==> config.mk <==
export PLATFORM = sky130hd
export DESIGN_NAME = conv_tile_sequencer
export DESIGN_NICKNAME = d
export VERILOG_FILES = /design/src/rtl/conv_pkg.sv /design/src/rtl/conv_result_serializer.sv /design/src/rtl/conv_tile_sequencer.sv
export SDC_FILE = /design/constraint.sdc
export NUM_CORES = 1
export LEC_CHECK = 0
export CORE_MARGIN = 2
export CORE_UTILIZATION = 40
export DETAILED_ROUTE_END_ITERATION = 16
export PLACE_DENSITY = 0.64
export SYNTH_ARGS = -nofsm -noshare
export SYNTH_HDL_FRONTEND = slang
export SYNTH_HIERARCHICAL = 1
export SYNTH_SLANG_ARGS = --single-unit
==> constraint.sdc <==
create_clock -name clk -period 4.9 [get_ports clk]
set_input_delay 0.49 -clock clk [delete_from_list [all_inputs] [get_ports clk]]
set_output_delay 0.49 -clock clk [all_outputs]
set_load 0.005 [all_outputs]
==> src/rtl/conv_pkg.sv <==
// Shared constants, array types and sequencer state encoding for the 3x3 conv engine front/back end.
package conv_pkg;

  localparam int unsigned DATA_W    = 8;
  localparam int unsigned RES_W     = 16;
  localparam int unsigned TILE_DIM  = 6;
  localparam int unsigned KER_DIM   = 3;
  localparam int unsigned OUT_DIM   = TILE_DIM - 2;
  localparam int unsigned KER_BEATS = KER_DIM * KER_DIM;
  localparam int unsigned N_BEATS   = KER_BEATS + TILE_DIM * TILE_DIM;
  localparam int unsigned N_WORDS   = OUT_DIM * OUT_DIM;

  typedef logic signed [DATA_W-1:0] data_t;
  typedef logic signed [RES_W-1:0]  res_t;

  typedef data_t [0:TILE_DIM-1][0:TILE_DIM-1] tile_t;
  typedef data_t [0:KER_DIM-1][0:KER_DIM-1]   kernel_t;
  typedef res_t  [0:OUT_DIM-1][0:OUT_DIM-1]   result_t;

  typedef enum logic [1:0] {
    LOAD  = 2'd0,
    START = 2'd1,
    DRAIN = 2'd2,
    ARM   = 2'd3
  } seq_state_e;

endpackage

==> src/rtl/conv_result_serializer.sv <==
// Latches a 4x4 result array on a load strobe and streams it out row-major
// as 16 valid/ready words, flagging the final word with last.
module conv_result_serializer
  import conv_pkg::*;
(
  input  logic             clk,
  input  logic             rst_n,
  input  logic             load_i,
  input  result_t          res_i,
  input  logic             ready_i,
  output logic             valid_o,
  output logic [RES_W-1:0] data_o,
  output logic             last_o,
  output logic             done_o
);

  result_t          res_q, res_d;
  logic [3:0]       word_q, word_d;
  logic [3:0]       nxt_s;
  logic             valid_q, valid_d;
  logic [RES_W-1:0] data_q, data_d;
  logic             last_q, last_d;

  // Next word selection: load starts at c[0][0]; each handshake advances, word 15 ends the stream.
  always_comb begin
    res_d   = res_q;
    word_d  = word_q;
    valid_d = valid_q;
    data_d  = data_q;
    last_d  = last_q;
    nxt_s   = word_q + 4'd1;
    if (load_i) begin
      res_d   = res_i;
      word_d  = 4'd0;
      valid_d = 1'b1;
      data_d  = res_i[0][0];
      last_d  = 1'b0;
    end else if (valid_q && ready_i) begin
      if (word_q == 4'd15) begin
        word_d  = 4'd0;
        valid_d = 1'b0;
        last_d  = 1'b0;
      end else begin
        word_d  = nxt_s;
        data_d  = res_q[nxt_s[3:2]][nxt_s[1:0]];
        last_d  = (nxt_s == 4'd15);
      end
    end else begin
      // stalled or idle: hold word, data and last
      word_d = word_q;
    end
  end

  // Result buffer and output stream registers.
  always_ff @(posedge clk or negedge rst_n) begin
    if (!rst_n) begin
      res_q   <= '0;
      word_q  <= 4'd0;
      valid_q <= 1'b0;
      data_q  <= '0;
      last_q  <= 1'b0;
    end else begin
      res_q   <= res_d;
      word_q  <= word_d;
      valid_q <= valid_d;
      data_q  <= data_d;
      last_q  <= last_d;
    end
  end

  assign valid_o = valid_q;
  assign data_o  = data_q;
  assign last_o  = last_q;
  assign done_o  = valid_q & ready_i & last_q;

endmodule

==> src/rtl/conv_tile_sequencer.sv <==
// Loads a 3x3 kernel and 6x6 tile from a byte stream, runs the conv engine,
// then streams its 4x4 result out; re-arms the engine after every frame.
module conv_tile_sequencer
  import conv_pkg::*;
#(
  parameter int unsigned TIMEOUT = 1024
)
(
  input  logic              clk,
  input  logic              rst_n,
  input  logic              in_valid,
  output logic              in_ready,
  input  logic [DATA_W-1:0] in_data,
  input  logic              in_last,
  output tile_t             tile_o,
  output kernel_t           kernel_o,
  output logic              eng_start,
  input  logic              eng_done,
  input  result_t           eng_res,
  output logic              eng_arm_n,
  output logic              out_valid,
  input  logic              out_ready,
  output logic [RES_W-1:0]  out_data,
  output logic              out_last,
  output logic              busy,
  output logic              err_len,
  output logic              err_timeout
);

  localparam int unsigned TMO_W = $clog2(TIMEOUT + 1);
  localparam logic [5:0]  LAST_BEAT = 6'(N_BEATS - 1);
  localparam logic [5:0]  KER_END   = 6'(KER_BEATS);
  localparam logic [TMO_W-1:0] TMO_LAST = TMO_W'(TIMEOUT - 1);

  seq_state_e       state_q, state_d;
  logic [5:0]       beat_q, beat_d;
  logic [TMO_W-1:0] tmo_q, tmo_d;
  logic             arm_q, arm_d;
  kernel_t          kernel_q, kernel_d;
  tile_t            tile_q, tile_d;
  logic             eng_start_q, eng_start_d;
  logic             eng_arm_n_q, eng_arm_n_d;
  logic             err_len_q, err_len_d;
  logic             err_tmo_q, err_tmo_d;
  logic             ser_load_s;
  logic             ser_done_s;

  logic [1:0]       k_row_s, k_col_s;
  logic [5:0]       t_idx_s;
  logic [2:0]       t_row_s, t_col_s;

  // Map the current beat number to kernel / tile coordinates (row-major).
  always_comb begin
    k_row_s = 2'(beat_q / 6'd3);
    k_col_s = 2'(beat_q % 6'd3);
    t_idx_s = beat_q - KER_END;
    t_row_s = 3'(t_idx_s / 6'd6);
    t_col_s = 3'(t_idx_s % 6'd6);
  end

  // Sequencer next-state, array capture, engine handshake and error pulses.
  always_comb begin
    state_d     = state_q;
    beat_d      = beat_q;
    tmo_d       = tmo_q;
    arm_d       = arm_q;
    kernel_d    = kernel_q;
    tile_d      = tile_q;
    eng_start_d = eng_start_q;
    eng_arm_n_d = 1'b1;
    err_len_d   = 1'b0;
    err_tmo_d   = 1'b0;
    ser_load_s  = 1'b0;
    case (state_q)
      LOAD: begin
        if (in_valid) begin
          if (beat_q == LAST_BEAT) begin
            // final beat: missing in_last is flagged but the frame still runs
            tile_d[t_row_s][t_col_s] = in_data;
            err_len_d   = ~in_last;
            beat_d      = 6'd0;
            tmo_d       = '0;
            eng_start_d = 1'b1;
            state_d     = START;
          end else if (in_last) begin
            // short frame: drop this beat and restart; earlier entries stay as written
            err_len_d = 1'b1;
            beat_d    = 6'd0;
          end else begin
            if (beat_q < KER_END) begin
              kernel_d[k_row_s][k_col_s] = in_data;
            end else begin
              tile_d[t_row_s][t_col_s] = in_data;
            end
            beat_d = beat_q + 6'd1;
          end
        end else begin
          beat_d = beat_q;
        end
      end
      START: begin
        if (eng_done) begin
          ser_load_s  = 1'b1;
          eng_start_d = 1'b0;
          state_d     = DRAIN;
        end else if (tmo_q == TMO_LAST) begin
          err_tmo_d   = 1'b1;
          eng_start_d = 1'b0;
          arm_d       = 1'b0;
          eng_arm_n_d = 1'b0;
          state_d     = ARM;
        end else begin
          tmo_d = tmo_q + TMO_W'(1);
        end
      end
      DRAIN: begin
        if (ser_done_s) begin
          arm_d       = 1'b0;
          eng_arm_n_d = 1'b0;
          state_d     = ARM;
        end else begin
          state_d = DRAIN;
        end
      end
      ARM: begin
        if (arm_q) begin
          arm_d       = 1'b0;
          eng_arm_n_d = 1'b1;
          state_d     = LOAD;
        end else begin
          arm_d       = 1'b1;
          eng_arm_n_d = 1'b0;
        end
      end
      default: begin
        state_d     = LOAD;
        beat_d      = 6'd0;
        eng_start_d = 1'b0;
      end
    endcase
  end

  // Sequencer state, counters, captured arrays and engine/error outputs.
  always_ff @(posedge clk or negedge rst_n) begin
    if (!rst_n) begin
      state_q     <= LOAD;
      beat_q      <= 6'd0;
      tmo_q       <= '0;
      arm_q       <= 1'b0;
      kernel_q    <= '0;
      tile_q      <= '0;
      eng_start_q <= 1'b0;
      eng_arm_n_q <= 1'b1;
      err_len_q   <= 1'b0;
      err_tmo_q   <= 1'b0;
    end else begin
      state_q     <= state_d;
      beat_q      <= beat_d;
      tmo_q       <= tmo_d;
      arm_q       <= arm_d;
      kernel_q    <= kernel_d;
      tile_q      <= tile_d;
      eng_start_q <= eng_start_d;
      eng_arm_n_q <= eng_arm_n_d;
      err_len_q   <= err_len_d;
      err_tmo_q   <= err_tmo_d;
    end
  end

  conv_result_serializer u_ser (
    .clk     (clk),
    .rst_n   (rst_n),
    .load_i  (ser_load_s),
    .res_i   (eng_res),
    .ready_i (out_ready),
    .valid_o (out_valid),
    .data_o  (out_data),
    .last_o  (out_last),
    .done_o  (ser_done_s)
  );

  assign in_ready    = (state_q == LOAD);
  assign busy        = ~((state_q == LOAD) && (beat_q == 6'd0));
  assign tile_o      = tile_q;
  assign kernel_o    = kernel_q;
  assign eng_start   = eng_start_q;
  assign eng_arm_n   = eng_arm_n_q;
  assign err_len     = err_len_q;
  assign err_timeout = err_tmo_q;

endmodule

# Yosys cells after proc, flatten, opt, wreduce, memory -nomap -nowiden
# Cells that the tools add are included.
dict set report op_classes {
  add_sub_neg 4
  n_div 4
  n_lt_le_gt_ge 11
  n_eq_ne 18
  muxes 68
  n_bitwise 11
  n_reduce_logical 21
}
# cell count
set ops {}
lappend ops {{$mux 288} 3}
lappend ops {{$bwmux 288} 1}
lappend ops {{$demux 48 s3} 1}
lappend ops {{$bmux 64 s2} 1}
lappend ops {{$mux 64} 2}
lappend ops {{$mux 16} 5}
lappend ops {{$bwmux 72} 1}
lappend ops {{$demux 24 s2} 1}
lappend ops {{$mux 48} 1}
lappend ops {{$mux 11} 4}
lappend ops {{$bmux 16 s2} 1}
lappend ops {{$mux 1} 27}
lappend ops {{$demux 8 s3} 1}
lappend ops {{$mux 24} 1}
lappend ops {{$pmux 11 s2} 1}
lappend ops {{$demux 8 s2} 1}
lappend ops {{$mux 8} 2}
lappend ops {{$ne 2x2->1 const B} 8}
lappend ops {{$reduce_and 4->1} 4}
lappend ops {{$ge 3x3->1 const B} 4}
lappend ops {{$mux 4} 3}
lappend ops {{$mux 6} 2}
lappend ops {{$not 2->3} 4}
lappend ops {{$add 11x1->11 const B} 1}
lappend ops {{32 further kinds} 57}
dict set report totals {
  register_bits 662
  input_bits 270
  output_inout_bits 384
  wordCells 210
}

# Logic depth before layout (Yosys ltp)
dict set report logic_depth {
  ltp_word 13
  depth_mapped 15
  ltp_nobuf 12
}

# Modules after synthesis
# The synthesis kept the hierarchy.
# mod n_inst cells_per_inst area_each_um2 seq_area_each_um2
set modules_own_cells {}
lappend modules_own_cells {conv_tile_sequencer 1 1143 16161.8 9610.5}
lappend modules_own_cells {conv_result_serializer 1 1012 13296.5 6956.7}

# Worst setup path before layout
# OpenSTA, ideal clock, no wires.
dict set report synth_timing {
  kind {register to register}
  startpoint {register beat_q[4]}
  endpoint {register kernel_q (netlist bit kernel_o[64])}
  setup_ps 125
  arrival_ps 3784
  required_time_ps 4775
  slack_ps 991
  stages_incl_launch_ff 14
  path_buffers 2
  synth_period_minus_slack_ps 3909
  cell_sequence {dfrtp_1 -> buf_4 -> inv_2 -> mux2_4 -> a22oi_4 -> ha_1 -> clkbuf_1 -> a31oi_1 -> o211ai_1 -> xnor2_1 -> ha_1 -> or3_4 -> a2111oi_4 -> mux2_4}
}
dict set report synth_via {
  elab_chain_cells 9
  word_cells_on_any_way 19
  classes_between {div: 2; order compare: 5; eq/ne: 1; mux: 5; bitwise: 3; reduce/logical: 3}
}
# element line
set synth_rtl {}
lappend synth_rtl {{start: declaration} conv_tile_sequencer.sv:36} ;# logic [5:0] beat_q, beat_d;
lappend synth_rtl {{start signal: assignment} conv_tile_sequencer.sv:158} ;# beat_q <= beat_d;
lappend synth_rtl {{$mod 6x2->6} conv_tile_sequencer.sv:55} ;# k_col_s = 2'(beat_q % 6'd3);
lappend synth_rtl {{$not 2->3 (implied by the code)} conv_tile_sequencer.sv:91} ;# kernel_d[k_row_s][k_col_s] = in_data;
lappend synth_rtl {{$ge 3x3->1 (implied by the code) or $lt 3x1->1 (tied branches)} conv_tile_sequencer.sv:91}
lappend synth_rtl {{$logic_and 1x1->1 (implied by the code)} conv_tile_sequencer.sv:91}
lappend synth_rtl {{$mux 8 (implied by the code)} conv_tile_sequencer.sv:91}
lappend synth_rtl {{$demux 8 s2} conv_tile_sequencer.sv:91}
lappend synth_rtl {{$mux 24 (implied by the code)} conv_tile_sequencer.sv:91}
lappend synth_rtl {{$demux 24 s2} conv_tile_sequencer.sv:91}
lappend synth_rtl {{$bwmux 72} conv_tile_sequencer.sv:91}
lappend synth_rtl {{end signal: assignment} conv_tile_sequencer.sv:161} ;# kernel_q <= kernel_d;
lappend synth_rtl {{end: declaration} conv_tile_sequencer.sv:39} ;# kernel_t kernel_q, kernel_d;
# Parallel ways exist; a longest one is shown, timed or not.
# A chain may end at the register's enable or synchronous reset.

# Final worst setup path
dict set report layout_timing {
  startpoint {register beat_q[2]}
  endpoint {register kernel_q (netlist bit kernel_o[66])}
}
# Same word-level chain as after synthesis.

==> impl_metrics.csv <==
group,metric,value,unit
outcome,status,"completed",
detailed_routing,dr.pass1.iters,5,
grt,grt_pass1_wl,153.0,mm
critical_path,reg2reg_depth,12,
logic_synthesis,ys_seq_elements,662,
cells_and_area,final_nets,3061,
placed_design,io_buffers,653,
die,core_area,72960,µm²
die,die_x,275.4,µm
timing,tns,0,ns
timing,tightest_slew,1.269,ns
critical_path,critPathRequiredTime,5.41,ns
clock_network,hold_buffers,1,
critical_path,end_kind,"register",
logic_synthesis,ys_warn_count,6,
detailed_routing,drtIter0Drc,1262,
timing,rsz0062_at_grt,"false",
logic_synthesis,synth_cell_type_count,83,
placed_design,placed_cells,3657,
clock_network,post_cts_buffers,0,
die,ios,654,
grt,grt_start_max_net_pins,117,
timing,final_max_slew_viol_count,0,
logic_synthesis,synth_fa_ha_area_frac,0.006371,
clock_network,cts.clk_slew.worst_paths,0.06,ns
placed_design,dpl_cell_area,36920,µm²
timing,hold_violations,0,
logic_synthesis,yosysSeqAreaShare,0.5624,
clock_network,clockBufferDepth,3,
critical_path,r2r_end,"kernel_o[66]",
critical_path,critPathArrivalTime,4.87,ns
timing,max_freq,229.1,MHz
logic_synthesis,synth_compound_area_frac,0.05449,
die,dieArea,75830,µm²
logic_synthesis,synthMuxAreaShare,0.2657,
power_and_ir_drop,power_density,327.0,nW/µm²
logic_synthesis,synth_nets,2440,
logic_synthesis,postSynthCellCount,2155,
logic_synthesis,avgSynthCellArea,13.67,µm²
cells_and_area,fin_util,0.5434,
power_and_ir_drop,vdd_drop_max,0.0002533,V
clock_network,cts_sinks,662,
cells_and_area,synthToLayoutAreaGrowth,34.57,%
cells_and_area,layout-drive-gt1-share,0.2943,
grt,grt_use_total,0.2741,
timing,fin_crit,4.365,ns
grt,grt_pass1_vias,21760,
timing,setup_viol,0,
logic_synthesis,async_flop_share,1.000,
cells_and_area,stdcell_count,3812,
min_path,worst_hold_path_type,"in -> async",
detailed_routing,vias_per_cell,5.461,
detailed_routing,num_vias,20820,
logic_synthesis,synth_top_area_frac,0.5615,
logic_synthesis,yosys_most_used_dff,"dfrtp_1",
die,die_h,275.4,µm
timing,finClkSkew,0.05122,ns
logic_synthesis,synth_edf_count,0,
job,maxCapViolCount,0,
critical_path,reg2reg_slack,0.54,ns
timing,relSlewSlack,0.1513,
clock_network,ctsResizeCount,0,
cells_and_area,final_cell_area,39640,µm²
critical_path,crit_type,"reg -> reg",
critical_path,path_max_fanout,8,
critical_path,crit-reg2reg-launch,"beat_q[2]",
placed_design,hpwl,75.42,mm
die,initial_core_util,0.4038,
critical_path,cp-endpoint,"kernel_o[66]",
grt,gr-total-overflow,0,
logic_synthesis,mappedNetlistArea,29460,µm²
logic_synthesis,yosys-top-cells-area,"dfrtp_1 56%, mux2_2 21%, mux2i_1 1.8%, mux4_2 1.5%, mux2_1 1.3%",
timing,fin_hold_ws,0.4265,ns
detailed_routing,wl,104.9,mm
detailed_routing,routedWlPerCell,27.52,µm
critical_path,startpoint_type,"register",
detailed_routing,antenna_left,0,
grt,antenna_found_initial,17,
timing,post-route-period-util,0.8908,
placed_design,place_congestion,0.8633,
logic_synthesis,yosysTopAreaCell,"dfrtp_1",
clock_network,cts_made_buffers,75,
die,core.rowCount,99,
clock_network,root_buffer,"clkbuf_16",
logic_synthesis,yosys.area_share.simple,0.07620,
detailed_routing,drc_errors,0,
clock_network,cts_tree,"built",
power_and_ir_drop,p_leak,18.64,nW
logic_synthesis,synth_top_family_by_area,"multiplexers",
clock_network,h-tree-depth,3,
logic_synthesis,synth-xor-area-share,0.007518,
critical_path,worstSetupStartpoint,"beat_q[2]",
clock_network,clk_latency,0.65,ns
cell usage after synthesis (all sizes together) (22+ instances only):
cell    number
nand2       83
mux4        22
or2         30
nand2b      41
dfrtp      661
mux2i       53
clkbuf      81
mux2       600
o21ai       47
buf         74
nor3        84
a22o        39
nand3       50
nor2        52
cell type report:
cell class	instances	area (µm²)
tap	959	1200
timing repair buffer	699	6979
clock buffer	112	2258
fill	6079	33320
antenna	16	40.04
multi-input combinational	1323	12120
clock inverter	26	417.9
sequential	662	16570
inverter	15	63.81
routing by layer:
layer,vias up,track usage,part of all wire
li1,9081,-,-
met1,10880,0.3327,0.39
met2,691,0.4544,0.49
met3,163,0.09769,0.086
met4,6,0.09047,0.034
met5,-,0,0.00042
state kept, by name (all words and copies together), names as in the netlist, 2 cells and up:
name	flops
tile_o	288
u_ser/res_q	256
kernel_o	72
u_ser/data_o	16
tmo_q	11
beat_q	6
u_ser/word_q	4
state_q	2
layout by cell type (no fill, tap or decap), types with 13 or more instances in the layout:
cell	instances
or2_2	28
ha_1	14
mux4_2	19
clkbuf_16	77
diode_2	16
nand2_1	83
o21ai_1	17
clkbuf_8	20
or3_1	13
a221oi_1	16
a41oi_1	13
nand2b_1	41
clkdlybuf4s50_1	650
a22o_1	39
dfrtp_1	660
nor3_1	68
mux2_1	33
mux2i_1	53
buf_4	37
a31oi_1	18
nor2_1	48
mux2_2	558
a21oi_1	16
clkbuf_1	15
nand3_1	49
o21ai_0	29
metrics by stage:
step | total power, mW | worst slack [ns]
floorplan | 6.122 | 0.9913
global placement | 7.008 | 0.7854
detailed placement | 7.016 | 0.6043
CTS | 13.08 | 0.5951
global route | 13.39 | 0.2829
finish | 12.96 | 0.5352
worst max-delay path, cell delays in order, from the launching register on:
cell and delay [ns]:
dfrtp_1 0.49, nor2b_2 0.32, a21oi_1 0.14, a22oi_4 0.35
ha_1 0.40, a31oi_1 0.07, o211ai_1 0.37, xnor2_1 0.21
ha_1 0.30, a21oi_2 0.06, or3_4 0.35, a2111oi_4 0.84
mux2_4 0.35
report_power, final:
group          switching [mW]  internal [mW]
clock network            2.39           3.65
logic                   0.673          0.584
registers              0.0789           5.59
kinds of logic after synthesis:
kind of cell | count (synthesis)
fa+ha+maj | 15
xor+xnor | 18
buf+inv | 170
compound gates | 218
flops | 662
mux | 675
simple gates | 397
worst min path at each step:
| stage | depth (start not counted) | endpoint | slack [ns] |
|---|---|---|---|
| 6_report | 2 | u_ser/res_q[40] | 0.43 |
| 5_1_grt | 2 | u_ser/res_q[103] | 0.45 |
| 4_1_cts | 2 | u_ser/res_q[63] | 0.44 |
| 3_5_place_dp | 1 | tile_o[269] | 0.48 |
| 3_3_place_gp | 1 | tile_o[208] | 0.47 |
| 2_1_floorplan | 0 | arm_q | 0.19 |
(Power assumes the default switching activity.)
